`config.mk`:
```
export PLATFORM = sky130hd
export DESIGN_NAME = dlx_sequencer_flat
export DESIGN_NICKNAME = d
export VERILOG_FILES = /design/src/rtl/dlx_pkg.sv /design/src/rtl/dlx_sequencer_if.sv /design/src/rtl/dlx_wait_timer.sv /design/src/rtl/dlx_sequencer.sv /design/src/flat_wrapper.sv
export SDC_FILE = /design/constraint.sdc
export NUM_CORES = 1
export LEC_CHECK = 0
export ABC_AREA = 1
export BUFFER_PORTS_ARGS = -buffer_cell sky130_fd_sc_hd__buf_2
export CAP_MARGIN = 0
export CORE_ASPECT_RATIO = 1.5
export CORE_MARGIN = 8
export CORE_UTILIZATION = 50
export CTS_BUF_LIST = sky130_fd_sc_hd__clkbuf_16
export DETAILED_ROUTE_END_ITERATION = 10
export PLACE_DENSITY = 0.78
export REMOVE_ABC_BUFFERS = 1
export SKIP_CTS_REPAIR_TIMING = 1
export SKIP_LAST_GASP = 1
export SYNTH_ARGS = -nofsm -noshare
export SYNTH_HDL_FRONTEND = slang
export SYNTH_SLANG_ARGS = --single-unit
```
`constraint.sdc`:
```
create_clock -name clk -period 2.4 [get_ports clk]
set_input_delay 0 -clock clk [delete_from_list [all_inputs] [get_ports clk]]
set_output_delay 0 -clock clk [all_outputs]
set_load 0.05 [all_outputs]
```
`src/rtl/dlx_pkg.sv`:
```
// Shared types for the DLX multi-cycle sequencer: FSM state encoding and the
// decoder fields captured in EXEC.
package dlx_pkg;

    typedef enum logic [2:0] {
        IDLE,
        FETCH,
        DECODE,
        EXEC,
        MEM,
        WB,
        ERROR
    } seq_state_t;

    localparam logic [4:0] REG_ZERO = 5'd0;

    typedef struct packed {
        logic load;
        logic store;
        logic rd_nz;
    } instr_info_t;

endpackage

```
`src/rtl/dlx_sequencer_if.sv`:
```
// Valid/ready handshakes between the sequencer and instruction/data memory.
interface dlx_sequencer_if;

    logic i_req;
    logic i_ready;
    logic d_req;
    logic d_we;
    logic d_ready;

    modport master (
        output i_req,
        output d_req,
        output d_we,
        input  i_ready,
        input  d_ready
    );

    modport slave (
        input  i_req,
        input  d_req,
        input  d_we,
        output i_ready,
        output d_ready
    );

endinterface

```
`src/rtl/dlx_wait_timer.sv`:
```
// Wait-state counter: expired flags the TIMEOUT-th consecutive cycle spent
// waiting for a memory ack. TIMEOUT=0 disables it.
module dlx_wait_timer #(
    parameter int TIMEOUT = 16
) (
    input  logic clk,
    input  logic reset_n,
    input  logic clear,
    input  logic count,
    output logic expired
);

    generate
        if (TIMEOUT == 0) begin : g_off
            assign expired = 1'b0;
        end else begin : g_on
            localparam int CW = (TIMEOUT < 2) ? 1 : $clog2(TIMEOUT);
            localparam logic [CW-1:0] LAST = CW'(TIMEOUT - 1);

            logic [CW-1:0] cnt;

            // NOTE: state registers use non-blocking assignments so every flop samples pre-edge values.
            always_ff @(posedge clk or negedge reset_n) begin
                if (!reset_n) begin
                    cnt <= '0;
                end else if (clear) begin
                    cnt <= '0;
                end else if (count && (cnt != LAST)) begin
                    cnt <= cnt + CW'(1);
                end
            end

            // Counter holds the number of earlier wait cycles, so this cycle is the last allowed one.
            assign expired = count && (cnt == LAST);
        end
    endgenerate

endmodule

```
`src/rtl/dlx_sequencer.sv`:
```
// Multi-cycle DLX control FSM: fetch/decode/execute/memory/writeback with
// memory handshakes, wait-state timeout and a retired-instruction counter.
module dlx_sequencer
    import dlx_pkg::*;
#(
    parameter int TIMEOUT = 16,
    parameter int CNT_W   = 32
) (
    input  logic              clk,
    input  logic              reset_n,
    input  logic              run,
    input  logic              d_load_enable,
    input  logic              d_write_enable,
    input  logic [4:0]        Rd,
    dlx_sequencer_if.master   bus,
    output logic              ir_load,
    output logic              ID,
    output logic              ex_en,
    output logic              pc_write_enable,
    output logic              reg_write,
    output logic              bus_error,
    output logic [CNT_W-1:0]  instr_retired
);

    seq_state_t  state, next_state;
    instr_info_t info, info_next;
    logic        retire;
    logic        waiting;
    logic        ready;
    logic        expired;

    dlx_wait_timer #(.TIMEOUT(TIMEOUT)) u_wait_timer (
        .clk     (clk),
        .reset_n (reset_n),
        .clear   (next_state != state),
        .count   (waiting && !ready),
        .expired (expired)
    );

    always_ff @(posedge clk or negedge reset_n) begin
        if (!reset_n) begin
            state         <= IDLE;
            info          <= '0;
            instr_retired <= '0;
        end else begin
            state <= next_state;
            info  <= info_next;
            if (retire) begin
                instr_retired <= instr_retired + CNT_W'(1);
            end
        end
    end

    // NOTE: every signal gets a default before the case so no path leaves one unassigned (no latches).
    always_comb begin
        next_state = state;
        info_next  = info;
        retire     = 1'b0;
        waiting    = 1'b0;
        ready      = 1'b0;

        case (state)
            IDLE: begin
                if (run) next_state = FETCH;
            end
            FETCH: begin
                waiting = 1'b1;
                ready   = bus.i_ready;
                if (bus.i_ready)  next_state = DECODE;
                else if (expired) next_state = ERROR;
            end
            DECODE: next_state = EXEC;
            EXEC: begin
                // Decoder outputs are captured here and held for MEM/WB.
                info_next.load  = d_load_enable;
                info_next.store = d_write_enable;
                info_next.rd_nz = (Rd != REG_ZERO);
                if (d_load_enable || d_write_enable) next_state = MEM;
                else if (Rd != REG_ZERO)             next_state = WB;
                else                                 retire     = 1'b1;
            end
            MEM: begin
                waiting = 1'b1;
                ready   = bus.d_ready;
                if (bus.d_ready) begin
                    if (info.load) next_state = WB;
                    else           retire     = 1'b1;
                end else if (expired) begin
                    next_state = ERROR;
                end
            end
            WB:      retire     = 1'b1;
            ERROR:   next_state = ERROR;
            default: next_state = IDLE;
        endcase

        // Instruction boundary is the only point where run is honoured.
        if (retire) next_state = run ? FETCH : IDLE;
    end

    always_comb begin
        bus.i_req       = (state == FETCH);
        ir_load         = (state == FETCH) && bus.i_ready;
        ID              = (state == DECODE);
        ex_en           = (state == EXEC);
        pc_write_enable = (state == EXEC);
        bus.d_req       = (state == MEM);
        bus.d_we        = (state == MEM) && info.store;
        reg_write       = (state == WB) && info.rd_nz;
        bus_error       = (state == ERROR);
    end

endmodule

```
`src/flat_wrapper.sv`:
```
// flat-port wrapper written by rule: the top's interface ports become plain ports
module dlx_sequencer_flat import dlx_pkg::*;
#(
    parameter int TIMEOUT = 16,
    parameter int CNT_W   = 32
)
  (clk, reset_n, run, d_load_enable, d_write_enable, Rd, ir_load, ID, ex_en, pc_write_enable, reg_write, bus_error, instr_retired, bus_i_req, bus_d_req, bus_d_we, bus_i_ready, bus_d_ready);
  dlx_sequencer_if bus_i ();
  input  logic clk;
  input  logic reset_n;
  input  logic run;
  input  logic d_load_enable;
  input  logic d_write_enable;
  input  logic [4:0] Rd;
  output logic ir_load;
  output logic ID;
  output logic ex_en;
  output logic pc_write_enable;
  output logic reg_write;
  output logic bus_error;
  output logic [CNT_W-1:0] instr_retired;
  output wire logic [$bits(bus_i.i_req)-1:0] bus_i_req;
  output wire logic [$bits(bus_i.d_req)-1:0] bus_d_req;
  output wire logic [$bits(bus_i.d_we)-1:0] bus_d_we;
  input wire logic [$bits(bus_i.i_ready)-1:0] bus_i_ready;
  input wire logic [$bits(bus_i.d_ready)-1:0] bus_d_ready;
  assign bus_i_req = bus_i.i_req;
  assign bus_d_req = bus_i.d_req;
  assign bus_d_we = bus_i.d_we;
  assign bus_i.i_ready = bus_i_ready;
  assign bus_i.d_ready = bus_d_ready;
  dlx_sequencer #(.TIMEOUT(TIMEOUT), .CNT_W(CNT_W)) u_core (.clk(clk), .reset_n(reset_n), .run(run), .d_load_enable(d_load_enable), .d_write_enable(d_write_enable), .Rd(Rd), .bus(bus_i), .ir_load(ir_load), .ID(ID), .ex_en(ex_en), .pc_write_enable(pc_write_enable), .reg_write(reg_write), .bus_error(bus_error), .instr_retired(instr_retired));
endmodule
```
==> summary by stage <==
Global route
The pin count of the biggest net entering global routing is 43. In the global route stage, overall resource usage came out at 0.176. Summed over all layers, the global routing overflow is 0.

The first global-routing pass estimated 11.0 mm of wire. For met2 alone, demand over resource in global routing was 0.313. For this run, global-route usage on met3 was measured as 0.0351. met2 is the most crowded layer. For met1 alone, demand over resource in global routing was 0.176. The number of antenna violations at the first check in global routing is 0. The number of global-route vias before repair is 2,565.

Logic synthesis
The mapped cell area is 2680 µm². Each instance of the synthesized netlist takes up on average 7.37 µm². Of the total synthesized cell area, the portion taken by full adders, half adders and majority gates is 0.00933.

The sequential share of the synthesized area is 0.392. The basic-gate share of the synthesized area counting and, or, nand and nor cells is 0.361. The count of mapped cells out of synthesis is 364. The dominant combinational cell family by area after synthesis is simple AND/OR/NAND/NOR gates. The compound-gate portion of the synthesized area is 0.0406. The multiplexer share of the synthesized area is 0.00420. The post-synthesis xor/xnor area fraction is 0.105. Synthesis inferred 42 register bits.

The number of warning messages in the yosys log is 0. The unique cell type count in the Yosys netlist is 33.

Cells and area
The diode insertion count for antenna repair is 0. With fillers left out, the area of the finished cells amounts to 3170 µm². The relative area change from synthesis to final layout is 18.2%. The layout has 483 filler cells. The library cell used most frequently in the layout, excluding fill and tap cells, is sky130_fd_sc_hd__nand2_1. In the layout the commonest cells are sky130_fd_sc_hd__nand2_1, sky130_fd_sc_hd__buf_2, sky130_fd_sc_hd__inv_1. Across the whole layout, storage elements account for 1050 µm². The final net count is 433. In the final layout, the multi-input gates occupy 1390 µm². In the final layout, the share of cells above drive strength 1 is 0.190.

Setup path
On the critical path, the stage with the largest delay is an instance of sky130_fd_sc_hd__dfrtp_1. The reg-to-reg endpoint is u_core.instr_retired[10]. The capturing instance or port of the critical path is u_core.instr_retired[10]. The critical path endpoint category is a flop. The worst setup path is of the flop to flop kind. The launching point of the worst reg2reg path is u_core.state[0]. The worst setup path is launched from a flop.

For flop-to-flop paths, the worst setup slack is 430 ps. The number of cells on the worst reg-to-reg path is 10. The delay of the slowest cell on the worst path is 470 ps.

Traced cell by cell, the critical path runs through nand2_2, nor2_8, nand2_2, nor2_4, nor2_2, inv_4, nand2_1, nor2_2, nand3_1, xnor2_1. The worst path required time is 2570 ps. The origin of the worst setup path is u_core.state[0]. For the worst setup path, the data arrival time is 2140 ps.

Along the worst path, the maximum fanout reaches 32.

Floorplanning
In this run the count of I/O pins placed on the die edge is 53. The die covers 8010 µm². The die is 106 µm tall. From left edge to right edge, the die measures 75.8 µm.

The floorplan has 32 rows. The starting density of the core is 0.519. The area of the core is 5160 µm².

Pwr
The static leakage power is 1.63 nW. The power per cell area is 962 nW/µm². The worst ir drop on vdd is 1.15 mV.

Clock network
TritonCTS created 5 clock buffers. The maximum number of buffers from clock root to sink is 2. The number of sinks driven by the clock tree is 42. The clock tree root buffer cell is sky130_fd_sc_hd__clkbuf_16.

TritonCTS built the clock tree. The latest clock arrival within the worst-skew pair is 280 ps. After clock tree synthesis, the clock-pin slew on the worst setup and hold paths is 60 ps.

The H-tree was split into 2 levels.

Routing
The first TritonRoute pass finished after 4 iterations. In this run, the number of DRC markers left after iteration 0 of detailed routing was 95. The per-cell routed wire length is 14.0 µm. The remaining routing DRC violations is 0. The remaining number of nets flagged by the antenna check after routing is 0. The number of vias after detailed routing is 2,511. The number of vias per cell after detailed routing is 5.15.

After detailed routing, the total wire length is 6.82 mm.

Placement
In this run the cell area measured after placement is 2980 µm². The routability congestion estimate is 0.916. Summed over all nets, the half-perimeter wirelength after detailed placement is 5.26 mm. During placement, the flow inserted port buffers numbering 52.

STA
Setup violations remaining at the end of the flow were counted as 0. The final hold violation count is 1. Setup repair after global routing left no endpoint under its margin.

The count of pins over their slew limit came to 0. The worst setup skew after layout is 5.56 ps. In the final timing run, aggregate negative setup slack is 0 ps. The worst hold slack after final layout is -6.55 ps. The slew at the pin closest to its max-slew limit is 930 ps. The final worst-path cycle share is 0.822. Headroom to the max-slew limit came out at 0.380. The maximum clock rate is 507 MHz.

The clock period minus worst slack is 1970 ps.

Status
The final reports fail on negative hold slack. The flow ran to the end, but the final reports show violations.

Min path
The worst hold path belongs to the class primary input to flop.

Job
Across the run, the number of max-cap violations was 0.
==> layer usage <==
metal	wire, µm	part of all wire
met5	0	0
met4	307	0.045
met3	406	0.060
met2	3470	0.51
met1	2640	0.39
==> final cells by class <==
| type | instances | area share |
|---|---|---|
| repair buffers | 56 | 0.0939 |
| inverters | 47 | 0.0564 |
| clock buffers | 5 | 0.0395 |
| clock inverters | 3 | 0.0126 |
| well taps | 68 | 0.0268 |
| flip-flops and latches | 42 | 0.331 |
| multi-input cells | 267 | 0.439 |
==> worst min path at each step <==
stage                                          end  cells past startpoint  slack, ps     from
after floorplan                     u_core.info[0]                      0       -300  reset_n
after global placement    u_core.instr_retired[25]                      1        180  reset_n
after detailed placement  u_core.instr_retired[18]                      1        190  reset_n
after CTS                 u_core.instr_retired[18]                      1       -110  reset_n
after global routing               u_core.state[0]                      3         20      run
final                              u_core.state[0]                      3         -7      run
==> metrics by stage <==
stage / hold WS (ps) / total power, mW / instances / setup WS (ps) / util
global route: 19.2 / 3.22 / 488 / 227 / 0.614
finish: -6.55 / 3.05 / 488 / 428 / 0.614
global placement: 183 / 2.28 / 477 / 493 / 0.576
floorplan: -296 / 1.96 / 356 / 214 / -
detailed placement: 189 / 2.30 / 477 / 442 / 0.576
CTS: -111 / 3.06 / 485 / 433 / 0.608
==> cell usage after synthesis <==
cell / number / area [µm²]
sky130_fd_sc_hd__buf_6: 2 / 22.5
sky130_fd_sc_hd__buf_2: 2 / 10.0
sky130_fd_sc_hd__nand2_2: 4 / 25.0
sky130_fd_sc_hd__o211ai_1: 2 / 15.0
sky130_fd_sc_hd__nor3b_1: 1 / 7.51
sky130_fd_sc_hd__nor2_4: 1 / 11.3
sky130_fd_sc_hd__nor3_2: 2 / 20.0
sky130_fd_sc_hd__mux2_2: 1 / 11.3
sky130_fd_sc_hd__inv_4: 1 / 6.26
sky130_fd_sc_hd__ha_1: 2 / 25.0
sky130_fd_sc_hd__nand2_1: 108 / 405
sky130_fd_sc_hd__and3_1: 1 / 6.26
sky130_fd_sc_hd__a31o_2: 1 / 8.76
sky130_fd_sc_hd__o21ai_1: 1 / 5.00
sky130_fd_sc_hd__nand4_4: 1 / 21.3
sky130_fd_sc_hd__nor4_1: 4 / 25.0
sky130_fd_sc_hd__nor2_8: 1 / 20.0
sky130_fd_sc_hd__nor3_1: 16 / 80.1
sky130_fd_sc_hd__xor2_1: 29 / 254
sky130_fd_sc_hd__inv_2: 1 / 3.75
sky130_fd_sc_hd__nand3b_1: 4 / 30.0
sky130_fd_sc_hd__nand3_1: 13 / 65.1
sky130_fd_sc_hd__nand4_1: 7 / 43.8
sky130_fd_sc_hd__nor2_2: 4 / 25.0
sky130_fd_sc_hd__a21oi_1: 1 / 5.00
sky130_fd_sc_hd__inv_1: 45 / 169
sky130_fd_sc_hd__buf_4: 3 / 22.5
sky130_fd_sc_hd__clkbuf_1: 1 / 3.75
sky130_fd_sc_hd__nand3_2: 2 / 20.0
sky130_fd_sc_hd__o21ai_0: 15 / 75.1
sky130_fd_sc_hd__xnor2_1: 3 / 26.3
sky130_fd_sc_hd__nor2_1: 43 / 161
sky130_fd_sc_hd__dfrtp_1: 42 / 1050
==> critical path: cells and delay by family, from the launching register on <==
kind / cells / cell delay, ps
simple gates: 8 / 990
flops: 1 / 470
buf+inv: 1 / 250
xor+xnor: 1 / 140
==> cells by family after synthesis <==
| logic type | count (synthesis) |
|---|---|
| buf+inv | 55 |
| compound gates | 20 |
| xor+xnor | 32 |
| fa+ha+maj | 2 |
| mux | 1 |
| flops | 42 |
| simple gates | 212 |
==> state kept, by name, summed over array words and instances (netlist names) <==
register / flops
u_core.instr_retired: 32
u_core.u_wait_timer.g_on.cnt: 4
u_core.state: 3
u_core.info: 3
==> where the power goes <==
part	internal [mW]	switching, mW
sequential	0.827	0.137
clock	0.487	0.273
combinational	0.318	1.01
total	1.63	1.42
Note: power is estimated with default switching activity, not from simulation.
